`config.mk`:
```
export PLATFORM = sky130hd
export DESIGN_NAME = issue_unit
export DESIGN_NICKNAME = d
export VERILOG_FILES = /design/src/rtl/issue_unit.sv
export SDC_FILE = /design/constraint.sdc
export NUM_CORES = 1
export LEC_CHECK = 0
export ABC_AREA = 1
export ABC_CLOCK_PERIOD_IN_PS = 14750
export BUFFER_PORTS_ARGS = -buffer_cell sky130_fd_sc_hd__buf_2
export CAP_MARGIN = 20
export CELL_PAD_IN_SITES_DETAIL_PLACEMENT = 0
export CELL_PAD_IN_SITES_GLOBAL_PLACEMENT = 1
export CORE_MARGIN = 3
export CORE_UTILIZATION = 35
export DETAILED_ROUTE_END_ITERATION = 10
export HOLD_SLACK_MARGIN = 0.03
export MAX_ROUTING_LAYER = met4
export PLACE_DENSITY = 0.68
export SETUP_SLACK_MARGIN = 0.1
export SYNTH_ARGS = -nofsm -noshare
export SYNTH_HDL_FRONTEND = slang
export SYNTH_SLANG_ARGS = --single-unit
```
`constraint.sdc`:
```
create_clock -name clk_in -period 14.75 [get_ports clk_in]
set_input_delay 0.7375 -clock clk_in [delete_from_list [all_inputs] [get_ports clk_in]]
set_output_delay 0.7375 -clock clk_in [all_outputs]
set_load 0.05 [all_outputs]
```
`src/rtl/issue_unit.sv`:
```
// Instruction queue plus in-order issue: decodes the head, renames rd, and dispatches to RS or SLB one cycle after the issuing edge.
// Head issues only when ROB and target station are ready; if_ready_out drops when the queue is full.
module issue_unit #(
  parameter int Q_WIDTH        = 5,
  parameter int REG_ADDR_WIDTH = 5,
  parameter int IQ_DEPTH       = 8
) (
  input  logic                      clk_in,
  input  logic                      rst_n_in,
  input  logic                      rdy_in,
  input  logic                      flush_in,
  input  logic                      if_valid_in,
  input  logic [31:0]               if_instr_in,
  input  logic [31:0]               if_pc_in,
  output logic                      if_ready_out,
  output logic [REG_ADDR_WIDTH-1:0] rs1_out,
  output logic [REG_ADDR_WIDTH-1:0] rs2_out,
  input  logic [31:0]               V1_in,
  input  logic [31:0]               V2_in,
  input  logic [Q_WIDTH-1:0]        Q1_in,
  input  logic [Q_WIDTH-1:0]        Q2_in,
  input  logic                      cdb_valid_in,
  input  logic [Q_WIDTH-1:0]        cdb_tag_in,
  input  logic [31:0]               cdb_value_in,
  input  logic                      rob_ready_in,
  input  logic [Q_WIDTH-1:0]        rob_tag_in,
  output logic                      rob_alloc_out,
  output logic [REG_ADDR_WIDTH-1:0] rd_out,
  output logic                      rd_we_out,
  input  logic                      rs_ready_in,
  input  logic                      slb_ready_in,
  output logic                      rs_valid_out,
  output logic                      slb_valid_out,
  output logic [6:0]                opcode_out,
  output logic [2:0]                func3_out,
  output logic [6:0]                func7_out,
  output logic [31:0]               V1_out,
  output logic [31:0]               V2_out,
  output logic [Q_WIDTH-1:0]        Q1_out,
  output logic [Q_WIDTH-1:0]        Q2_out,
  output logic [31:0]               imm_out,
  output logic [31:0]               pc_out,
  output logic [Q_WIDTH-1:0]        dest_out
);
  localparam int PTR_W = $clog2(IQ_DEPTH);
  localparam int CNT_W = PTR_W + 1;
  localparam logic [CNT_W-1:0] FULL_CNT = CNT_W'(IQ_DEPTH);

  localparam logic [6:0] OPC_LUI    = 7'b0110111;
  localparam logic [6:0] OPC_AUIPC  = 7'b0010111;
  localparam logic [6:0] OPC_JAL    = 7'b1101111;
  localparam logic [6:0] OPC_JALR   = 7'b1100111;
  localparam logic [6:0] OPC_BRANCH = 7'b1100011;
  localparam logic [6:0] OPC_LOAD   = 7'b0000011;
  localparam logic [6:0] OPC_STORE  = 7'b0100011;
  localparam logic [6:0] OPC_OPIMM  = 7'b0010011;
  localparam logic [6:0] OPC_OP     = 7'b0110011;

  logic [63:0]      mem [IQ_DEPTH];
  logic [PTR_W-1:0] head_ptr, tail_ptr;
  logic [CNT_W-1:0] count;

  logic [31:0] hi;
  logic [31:0] head_pc;
  logic [6:0]  opc;
  logic [4:0]  rs1_f, rs2_f, rd_f;
  logic        head_vld, known, use1, use2, wr_rd, is_mem;
  logic [31:0] imm;
  logic        tgt_rdy, issue, pop, enq;
  logic [31:0] v1, v2;
  logic [Q_WIDTH-1:0] q1, q2;

  assign hi      = mem[head_ptr][63:32];
  assign head_pc = mem[head_ptr][31:0];
  assign opc     = hi[6:0];
  assign rd_f    = hi[11:7];
  assign rs1_f   = hi[19:15];
  assign rs2_f   = hi[24:20];

  assign rs1_out = REG_ADDR_WIDTH'(rs1_f);
  assign rs2_out = REG_ADDR_WIDTH'(rs2_f);
  assign rd_out  = REG_ADDR_WIDTH'(rd_f);

  always_comb begin
    known  = 1'b0;
    use1   = 1'b0;
    use2   = 1'b0;
    wr_rd  = 1'b0;
    is_mem = 1'b0;
    imm    = 32'h0;
    case (opc)
      OPC_OP: begin
        known = 1'b1; use1 = 1'b1; use2 = 1'b1; wr_rd = 1'b1;
      end
      OPC_OPIMM, OPC_JALR, OPC_LOAD: begin
        known = 1'b1; use1 = 1'b1; wr_rd = 1'b1; is_mem = (opc == OPC_LOAD);
        imm = {{20{hi[31]}}, hi[31:20]};
      end
      OPC_STORE: begin
        known = 1'b1; use1 = 1'b1; use2 = 1'b1; is_mem = 1'b1;
        imm = {{20{hi[31]}}, hi[31:25], hi[11:7]};
      end
      OPC_BRANCH: begin
        known = 1'b1; use1 = 1'b1; use2 = 1'b1;
        imm = {{19{hi[31]}}, hi[31], hi[7], hi[30:25], hi[11:8], 1'b0};
      end
      OPC_LUI, OPC_AUIPC: begin
        known = 1'b1; wr_rd = 1'b1;
        imm = {hi[31:12], 12'h0};
      end
      OPC_JAL: begin
        known = 1'b1; wr_rd = 1'b1;
        imm = {{11{hi[31]}}, hi[31], hi[19:12], hi[20], hi[30:21], 1'b0};
      end
      default: ;
    endcase
  end

  // Operand select: unused or x0 reads as ready zero, otherwise catch a same-cycle CDB broadcast.
  always_comb begin
    v1 = V1_in;
    q1 = Q1_in;
    if (!use1 || rs1_f == 5'd0) begin
      v1 = 32'h0;
      q1 = '0;
    end else if (Q1_in != '0 && cdb_valid_in && cdb_tag_in == Q1_in) begin
      v1 = cdb_value_in;
      q1 = '0;
    end
    v2 = V2_in;
    q2 = Q2_in;
    if (!use2 || rs2_f == 5'd0) begin
      v2 = 32'h0;
      q2 = '0;
    end else if (Q2_in != '0 && cdb_valid_in && cdb_tag_in == Q2_in) begin
      v2 = cdb_value_in;
      q2 = '0;
    end
  end

  assign head_vld      = (count != '0);
  assign tgt_rdy       = is_mem ? slb_ready_in : rs_ready_in;
  assign issue         = head_vld & rdy_in & ~flush_in & known & rob_ready_in & tgt_rdy;
  // Unknown opcodes are dropped so they cannot wedge the queue.
  assign pop           = head_vld & rdy_in & ~flush_in & (issue | ~known);
  assign if_ready_out  = (count < FULL_CNT);
  assign enq           = if_valid_in & if_ready_out & rdy_in & ~flush_in;
  assign rob_alloc_out = issue;
  assign rd_we_out     = issue & wr_rd & (rd_f != 5'd0);

  always_ff @(posedge clk_in) begin
    if (enq) mem[tail_ptr] <= {if_instr_in, if_pc_in};
  end

  always_ff @(posedge clk_in or negedge rst_n_in) begin
    if (!rst_n_in) begin
      head_ptr <= '0;
      tail_ptr <= '0;
      count    <= '0;
    end else if (flush_in) begin
      head_ptr <= '0;
      tail_ptr <= '0;
      count    <= '0;
    end else begin
      if (enq) tail_ptr <= tail_ptr + 1'b1;
      if (pop) head_ptr <= head_ptr + 1'b1;
      case ({enq, pop})
        2'b10:   count <= count + 1'b1;
        2'b01:   count <= count - 1'b1;
        default: ;
      endcase
    end
  end

  always_ff @(posedge clk_in or negedge rst_n_in) begin
    if (!rst_n_in) begin
      rs_valid_out  <= 1'b0;
      slb_valid_out <= 1'b0;
      opcode_out    <= '0;
      func3_out     <= '0;
      func7_out     <= '0;
      V1_out        <= '0;
      V2_out        <= '0;
      Q1_out        <= '0;
      Q2_out        <= '0;
      imm_out       <= '0;
      pc_out        <= '0;
      dest_out      <= '0;
    end else begin
      rs_valid_out  <= issue & ~is_mem;
      slb_valid_out <= issue & is_mem;
      if (issue) begin
        opcode_out <= opc;
        func3_out  <= hi[14:12];
        func7_out  <= hi[31:25];
        V1_out     <= v1;
        V2_out     <= v2;
        Q1_out     <= q1;
        Q2_out     <= q2;
        imm_out    <= imm;
        pc_out     <= head_pc;
        dest_out   <= rob_tag_in;
      end
    end
  end
endmodule

```
# Word-level counts from Yosys, hierarchy flattened
# Memory sizes are Yosys's and may differ from the RTL's.
# Cells that the tools add are included.
# W data, S select, Z words.
# totals
input_bits	189
out_inout_bits	180
memories	1
reg_bits	172
elab_cells	97
ram_bits	512
# classes
order_cmp	1
bitwise_logic	17
mux	23
n_eq_ne	13
n_reduce_logical	23
n_addsub	4
# memory_table
memory	words	width	rd	rd_ports_with_merged_regs	write_ports	line_no	text
mem	8	64	1	0	1	59	logic [63:0] mem [IQ_DEPTH];
# ops
op	n
$pmux W32 S5	1
$mux W32	4
$eq A7 B6 Y1 const B	3
$eq A7 B7 Y1 const B	3
$mux W5	4
$reduce_bool A5 Y1	3
$eq A7 B5 Y1 const B	2
$and A1 B1 Y1	13
$mux W3	4
$eq A5 B5 Y1	2
$logic_not A5 Y1	2
$reduce_or A9 Y1	1
$pmux W4 S2	1
$eq A7 B2 Y1 const B	1
$mux W1	7
$reduce_or A7 Y1	1
$add A3 B1 Y3 const B	2
$reduce_or A3 Y1	2
$reduce_or A6 Y1	1
$add A4 B1 Y4 const B	1
$logic_and A1 B1 Y1	4
$lt A4 B4 Y1 const B	1
$mux W4	1
$reduce_bool A2 Y1	2
other kinds (11)	15

# Depth between registers and ports, before layout
# Gate-level depths: netlist of run 1.
# An unclocked memory read counts as a cell.
# depth
ltp_word	12
mapped_depth	25
ltp_nobuf	23

# Least setup slack after synthesis of run 1
# No wires, ideal clock.
# synth_path
path_type	register -> register
start	reg count[3]
end	mem mem[4][0], enable pin
arrival_ps	5628
required_time_ps	14185
slack_ps	8557
stages_incl_launch_ff	6
synth_period_minus_slack_ps	6193
setup_time_ps	565
path_buffers	0
cell_sequence	dfrtp_1 -> inv_1 -> nand3_1 -> nor2_1 -> nand2_1 -> nor3_1
# synth_via
elab_chain_cells	6
# synth_lines
element	line_no	text
from (decl)	61	logic [CNT_W-1:0] count;
from (signal assigned)	168	2'b10: count <= count + 1'b1;
from (signal assigned)	169	2'b01: count <= count - 1'b1;
$lt A4 B4 Y1	146	assign if_ready_out = (count < FULL_CNT);
via if_ready_out	15	output logic if_ready_out,
$and A1 B1 Y1 (3 in series)	147	assign enq = if_valid_in & if_ready_out & rdy_in & ~flush_in;
$mux W1	152	if (enq) mem[tail_ptr] <= {if_instr_in, if_pc_in};
$mux W1 (implied by the code)	152	
to (decl)	59	
# The timed path passes the listed nets, and every way through them passes these cells.

# Final worst setup path of run 1
# layout_path
start	reg head_ptr[0]
end	out rd_we_out
# layout_via
elab_chain_cells	9
elab_cells_between_ends	23
classes_between	9 x eq/ne; 4 x mux; 5 x bitwise; 4 x reduce/logical; 1 x memory
# layout_lines
element	line_no	text
from (decl)	60	logic [PTR_W-1:0] head_ptr, tail_ptr;
from (signal assigned)	166	if (pop) head_ptr <= head_ptr + 1'b1;
$mem_v2 Z8 W64 (*)	-	
$eq A7 B2 Y1, or another cell as far along	91, 96	
$reduce_or A9 Y1 (no source line)	-	
$mux W1	91	case (opc)
$and A1 B1 Y1 (3 in series)	143	assign issue = head_vld & rdy_in & ~flush_in & known & rob_ready_in & tgt_rdy;
$and A1 B1 Y1	149	assign rd_we_out = issue & wr_rd & (rd_f != 5'd0);
$and A1 B1 Y1 (*)	149	
to (decl)	29	output logic rd_we_out,
# Mark *: on every way between the ends. The rest lies on a longest branch, timed or not.

==> results of run 1 <==
-- per-layer routing --
metal  GRT usage (%)  vias to the layer above  share of wire [%]
li1                -                     8994                  -
met1            24.2                     9569                 41
met2            32.7                      715                 48
met3            4.75                      154                7.9
met4            5.95                        0                2.9
met5               -                        -                  0
-- stage by stage --
step	utilization, %	setup slack [ps]	cells
final	42.4	8630	3761
after global routing	42.4	8200	3761
after CTS	42.3	8490	3748
after detailed placement	39.0	9160	3608
after global placement	39.0	9210	3607
after floorplan	-	8560	2332
-- power by group through the flow --
stage	registers (mW)	clock network, mW	logic (mW)
floorplan	2.38	0	0.773
global placement	2.28	0	1.24
detailed placement	2.28	0	1.26
CTS	2.24	1.98	1.26
global route	2.25	2.06	1.38
finish	2.24	1.94	1.26
-- critical path, delay by kind of cell, from the launching register on --
family                 cells  cell delay (ps)
DFF                        1             1050
AOI/OAI and AO/OA          2             1040
and+or+nand+nor            9             1110
buffers and inverters      3             1430
-- area by class of cell --
type | count | area, um2
clock buffers | 103 | 2160
fillers | 7354 | 45000
diodes | 12 | 30.0
well taps | 1040 | 1300
inverters | 100 | 385
multi-input cells | 1386 | 7010
clock inverters | 37 | 429
repair buffers | 399 | 2100
flip-flops and latches | 684 | 19700
-- layout by cell type, fill, tap and decap left out, types with 3 or more instances in the layout --
| cell | count |
|---|---|
| o21ai_0 | 293 |
| diode_2 | 12 |
| nand2_1 | 350 |
| nor4_1 | 4 |
| o31ai_1 | 32 |
| inv_1 | 94 |
| inv_6 | 3 |
| o211ai_1 | 37 |
| clkbuf_16 | 78 |
| o221ai_1 | 33 |
| nand4_1 | 3 |
| o21ai_1 | 88 |
| ha_1 | 4 |
| buf_2 | 367 |
| a22oi_1 | 4 |
| nor3_2 | 3 |
| nand3_1 | 54 |
| o22ai_1 | 79 |
| o21a_1 | 3 |
| nor2_1 | 270 |
| nor2_4 | 7 |
| clkinvlp_4 | 4 |
| inv_2 | 3 |
| buf_4 | 29 |
| mux2i_1 | 33 |
| dfrtp_1 | 170 |
| clkbuf_8 | 12 |
| edfxtp_1 | 512 |
| xor2_1 | 3 |
| nand2_2 | 5 |
| bufinv_16 | 8 |
| a21oi_2 | 3 |
| clkbuf_1 | 14 |
| a31oi_1 | 7 |
| a21oi_1 | 18 |
| nor3_1 | 4 |
| or2_2 | 33 |
| clkinv_2 | 13 |
| clkinv_1 | 6 |
-- final timing paths --
path / from / endpoint / depth (start not counted)
setup / recovery: head_ptr[0]$_DFFE_PN0P_ / rd_we_out / 14
hold / removal: rst_n_in / V1_out[1]$_DFFE_PN0P_ / 1
setup reg to reg: head_ptr[0]$_DFFE_PN0P_ / imm_out[26]$_DFFE_PN0P_ / 17
hold reg to reg: opcode_out[0]$_DFFE_PN0P_ / opcode_out[0]$_DFFE_PN0P_ / 1
max in group asynchronous: rst_n_in / head_ptr[1]$_DFFE_PN0P_ / 2
min in group clk_in: rob_tag_in[2] / dest_out[2]$_DFFE_PN0P_ / 3
-- flip-flops by register name, summed over array words and instances (netlist names), 4 cells and up --
name / cells
mem: 512
dest_out: 5
V1_out: 32
count: 4
pc_out: 32
func7_out: 7
imm_out: 32
V2_out: 32
Q2_out: 5
Q1_out: 5
opcode_out: 7
-- cells by family after synthesis --
kind of cell             synth area share [%]
AND/OR/NAND/NOR                          10.7
flip-flops                               70.7
AO/OA/AOI/OAI                            12.6
buffers and inverters                    4.43
multiplexers                             1.19
XOR/XNOR                                0.157
adder cells (fa/ha/maj)                 0.252
==> impl_metrics.json, run 1 <==
{
  "outcome": "complete, no violations",
  "p_comb_share_pct": 23.2,
  "die_h_um": 288,
  "cts_hold_buffers": 0,
  "cp.required_ps": 14010,
  "worst_pin_slew_ps": 1050,
  "finalCriticalPeriod_ps": 6120,
  "cp_common_cell": "nand2_1",
  "p_int_mw": 3.64,
  "clkLatencyLatePin_ps": 610,
  "drive_gt1_share_pct": 21.5,
  "ant_nets": 0,
  "cp_slowest_stage_delay_ps": 1050,
  "fin_hold_ws_ps": 203,
  "cts_tree": "yes",
  "yosysSeqAreaShare_pct": 70.7,
  "post_cts_buffers": 0,
  "numClockSinks": 684,
  "wl_mm": 82.1,
  "worstPathCellList": "buf_4 -> nand2_1 -> nand3_1 -> nand2_1 -> nand2_1 -> nand2_1 -> nand2_1 -> nor2_4 -> nand2_2 -> o211ai_4 -> inv_2 -> nand2_8 -> a221oi_1 -> buf_2",
  "antenna_found_initial": 21,
  "r2r_slack_ps": 9500,
  "placed_cell_area_um2": 30500,
  "drt_iter0_markers": 1483,
  "drv_slew": 0,
  "clkTransAtPathRegs_ps": 50,
  "end_kind": "primary output",
  "seqPwrFrac_pct": 41.2,
  "syn_nets": 2526,
  "synth_most_common_cell": "edfxtp_1",
  "period_share_pct": 41.5,
  "dp_hpwl_mm": 51.2,
  "synth_ff_type": "edfxtp_1",
  "place_congestion": 0.886,
  "crit_arrival_ps": 5390,
  "grt_pass1_vias": 18800,
  "power.leakage_nw": 13.3,
  "relSlewSlack_pct": 30.0,
  "synth_warnings": 0,
  "synth-seq-cells": 684,
  "p_per_area_nw_per_um2": 164,
  "critical_path_class": "reg2out",
  "drv_cap": 0,
  "io_pins": 369,
  "power_mw": 5.43,
  "yosysTopAreaCellShare_pct": 55.2,
  "fin_skew_ps": 14.0,
  "finalSetupTns_ps": 0,
  "dieArea_um2": 83000,
  "synth_top_area_cell": "edfxtp_1",
  "vias_per_cell": 5.17,
  "max-clock-path-buffers": 3,
  "htree_levels": 3,
  "start_util_pct": 35.7,
  "postSynthAreaPerCell_um2": 11.9,
  "cts_inserted_buffers": 75,
  "rsz0062_at_grt": "false",
  "path_max_fanout": 113,
  "hold_path.class": "in2async",
  "critical-path-slowest-cell": "dfrtp_4",
  "route.detailed.drc": 0,
  "grt_overflow": 0,
  "switching_share_pct": 33.0,
  "netlist_area_um2": 27800,
  "grt_max_degree": 143,
  "die_w_um": 288,
  "p_sw_mw": 1.79,
  "start_kind": "flop",
  "root_buffer": "clkbuf_16",
  "synthTopCellsByCount": "edfxtp_1, nand2_1, o21ai_0, nor2_1, dfrtp_1",
  "grt_use_total_pct": 19.8,
  "cts-resized-gates": 0,
  "clkPwrFrac_pct": 35.7,
  "synth-edff-count": 512,
  "setup_violations": 0,
  "area_delta_synth_final_pct": 18.9,
  "portBuffers": 368,
  "vias": 19400,
  "fp.coreArea_um2": 78100,
  "nets": 2840,
  "hold_viol": 0,
  "grt_first_pass_wirelength_mm": 121,
  "synth-async-reset-ratio_pct": 25.1,
  "fin_area_um2": 33100,
  "firstDrtPassIters": 5,
  "yosys-top-cells-area": "edfxtp_1, dfrtp_1, o21ai_0, nand2_1, nor2_1",
  "wl_per_cell_um": 21.8,
  "rows": 102,
  "syn_inst": 2332,
  "ir_drop_mv": 0.109,
  "synth_cell_type_count": 45,
  "clock.fmax_mhz": 163
}
(Power assumes the default switching activity.)
==> run 2: changes to the inputs <==
- ABC_CLOCK_PERIOD_IN_PS: 14750 -> 5460
- PLACE_DENSITY: 0.68 -> 0.7
- clock period: 14.75 -> 5.46 ns (I/O delays scaled with it)
==> run 2 against run 1 <==
Utilization up 1.9 points. Flip-flop and latch count unchanged. Critical path type unchanged. Worst setup slack worse by 8000 ps. Critical endpoint unchanged. Final cell count up 3.6%. Final area up 4.4%. Sequential share of layout area down 2.5 points. Clock power rose to 2.7 times the previous value. Largest cell class unchanged. Sequential power rose to 2.7 times the previous value.
==> impl_metrics.json, run 2 (synthesized netlist as in run 1, its figures left out) <==
{
  "dieArea_um2": 83000,
  "drive_gt1_share_pct": 20.4,
  "vias": 19700,
  "hold_viol": 0,
  "numClockSinks": 684,
  "cts_tree": "yes",
  "die_w_um": 288,
  "worst_pin_slew_ps": 1090,
  "die_h_um": 288,
  "clkTransAtPathRegs_ps": 60,
  "clock.fmax_mhz": 208,
  "drv_slew": 0,
  "top_register": "mem",
  "route.detailed.drc": 0,
  "ant_nets": 0,
  "period_share_pct": 88.2,
  "cts_inserted_buffers": 76,
  "layout_common_cells": "edfxtp_1, buf_2, nand2_1",
  "antenna_found_initial": 11,
  "grt_use_total_pct": 20.0,
  "start_util_pct": 35.7,
  "end_kind": "primary output",
  "relSlewSlack_pct": 27.2,
  "grt_pass1_vias": 19500,
  "cts_hold_buffers": 135,
  "fin_skew_ps": 19.6,
  "drt_iter0_markers": 1368,
  "path_max_fanout": 72,
  "finalCriticalPeriod_ps": 4820,
  "wl_mm": 82.8,
  "setup_violations": 0,
  "largest_reg_flops": 512,
  "final_common_cell": "edfxtp_1",
  "portBuffers": 368,
  "nets": 2978,
  "critical_path_class": "reg2out",
  "power.leakage_nw": 13.9,
  "cts-resized-gates": 0,
  "rows": 102,
  "clkLatencyLatePin_ps": 630,
  "grt_first_pass_wirelength_mm": 122,
  "grt_overflow": 0,
  "place_congestion": 0.860,
  "outcome": "complete, no violations",
  "vias_per_cell": 5.06,
  "cp.required_ps": 5190,
  "firstDrtPassIters": 6,
  "grt_max_degree": 229,
  "p_per_area_nw_per_um2": 427,
  "max-clock-path-buffers": 3,
  "rsz0062_at_grt": "false",
  "start_kind": "flop",
  "io_pins": 369,
  "post_cts_buffers": 0,
  "hold_path.class": "in2reg",
  "area_delta_synth_final_pct": 24.1,
  "power_mw": 14.7,
  "ir_drop_mv": 0.350,
  "drv_cap": 0,
  "wl_per_cell_um": 21.3,
  "finalSetupTns_ps": 0,
  "crit_arrival_ps": 4550,
  "htree_levels": 3,
  "dp_hpwl_mm": 50.5,
  "root_buffer": "clkbuf_16",
  "fp.coreArea_um2": 78100
}
-- run 2: cell type report --
type,count,area [um2]
clock buffers,100,2100
inverters,100,385
repair buffers,536,3560
clock inverters,41,479
well taps,1040,1300
multi-input cells,1386,7020
flip-flops and latches,684,19700
fillers,7245,43500
diodes,8,20.0
-- run 2: critical path: stages (launching register included) --
cell	delay (ps)
dfrtp_4	890
inv_6	220
nand2_1	120
nand3_1	70
nand2_1	100
nand2_1	50
nand2_1	70
nand2_1	140
nor2_1	180
nand2_1	260
nand2_1	130
inv_1	60
nand3_2	130
nand2_8	270
a221oi_1	800
buf_2	400
-- run 2: worst paths after layout --
kind                                                  end  slack [ps]                      start  cells after the start
min in group asynchronous          pc_out[13]$_DFFE_PN0P_         140                   rst_n_in                      2
worst min register to register  opcode_out[1]$_DFFE_PN0P_         470  opcode_out[1]$_DFFE_PN0P_                      1
worst min-delay path               V1_out[29]$_DFFE_PN0P_          60                  V1_in[29]                      4
worst max-delay path                            rd_we_out         640    head_ptr[0]$_DFFE_PN0P_                     15
max in group asynchronous         head_ptr[0]$_DFFE_PN0P_        4060                   rst_n_in                      3
worst max register to register      V1_out[6]$_DFFE_PN0P_         790    head_ptr[1]$_DFFE_PN0P_                     12
-- run 2: power by group --
group          internal, mW  leakage (nW)  switching [mW]
combinational         0.956          5.66            2.63
sequential             5.80          6.99           0.177
clock                  3.08          1.25            2.10
total                  9.84          13.9            4.90
-- run 2: metal layers --
metal  global-route usage (%)  part of all wire [%]  up-vias
li1                         -                     -     9257
met5                        -                     0        -
met1                     24.6                    42     9663
met2                     34.0                    49      672
met4                     4.95                   2.2        0
met3                     4.06                   6.8      125
-- run 2: metrics by stage --
step                hold slack (ps)  instances  area (um2)  utilization, %  worst slack [ps]
finish                         64.4       3895       34600            44.2               642
global route                   47.6       3895       34600            44.2               266
CTS                            30.9       3886       34500            44.2               406
detailed placement              229       3610       30600            39.1              1100
global placement                224       3610       30600            39.1              1110
floorplan                     -22.6       2332       27900               -              1000
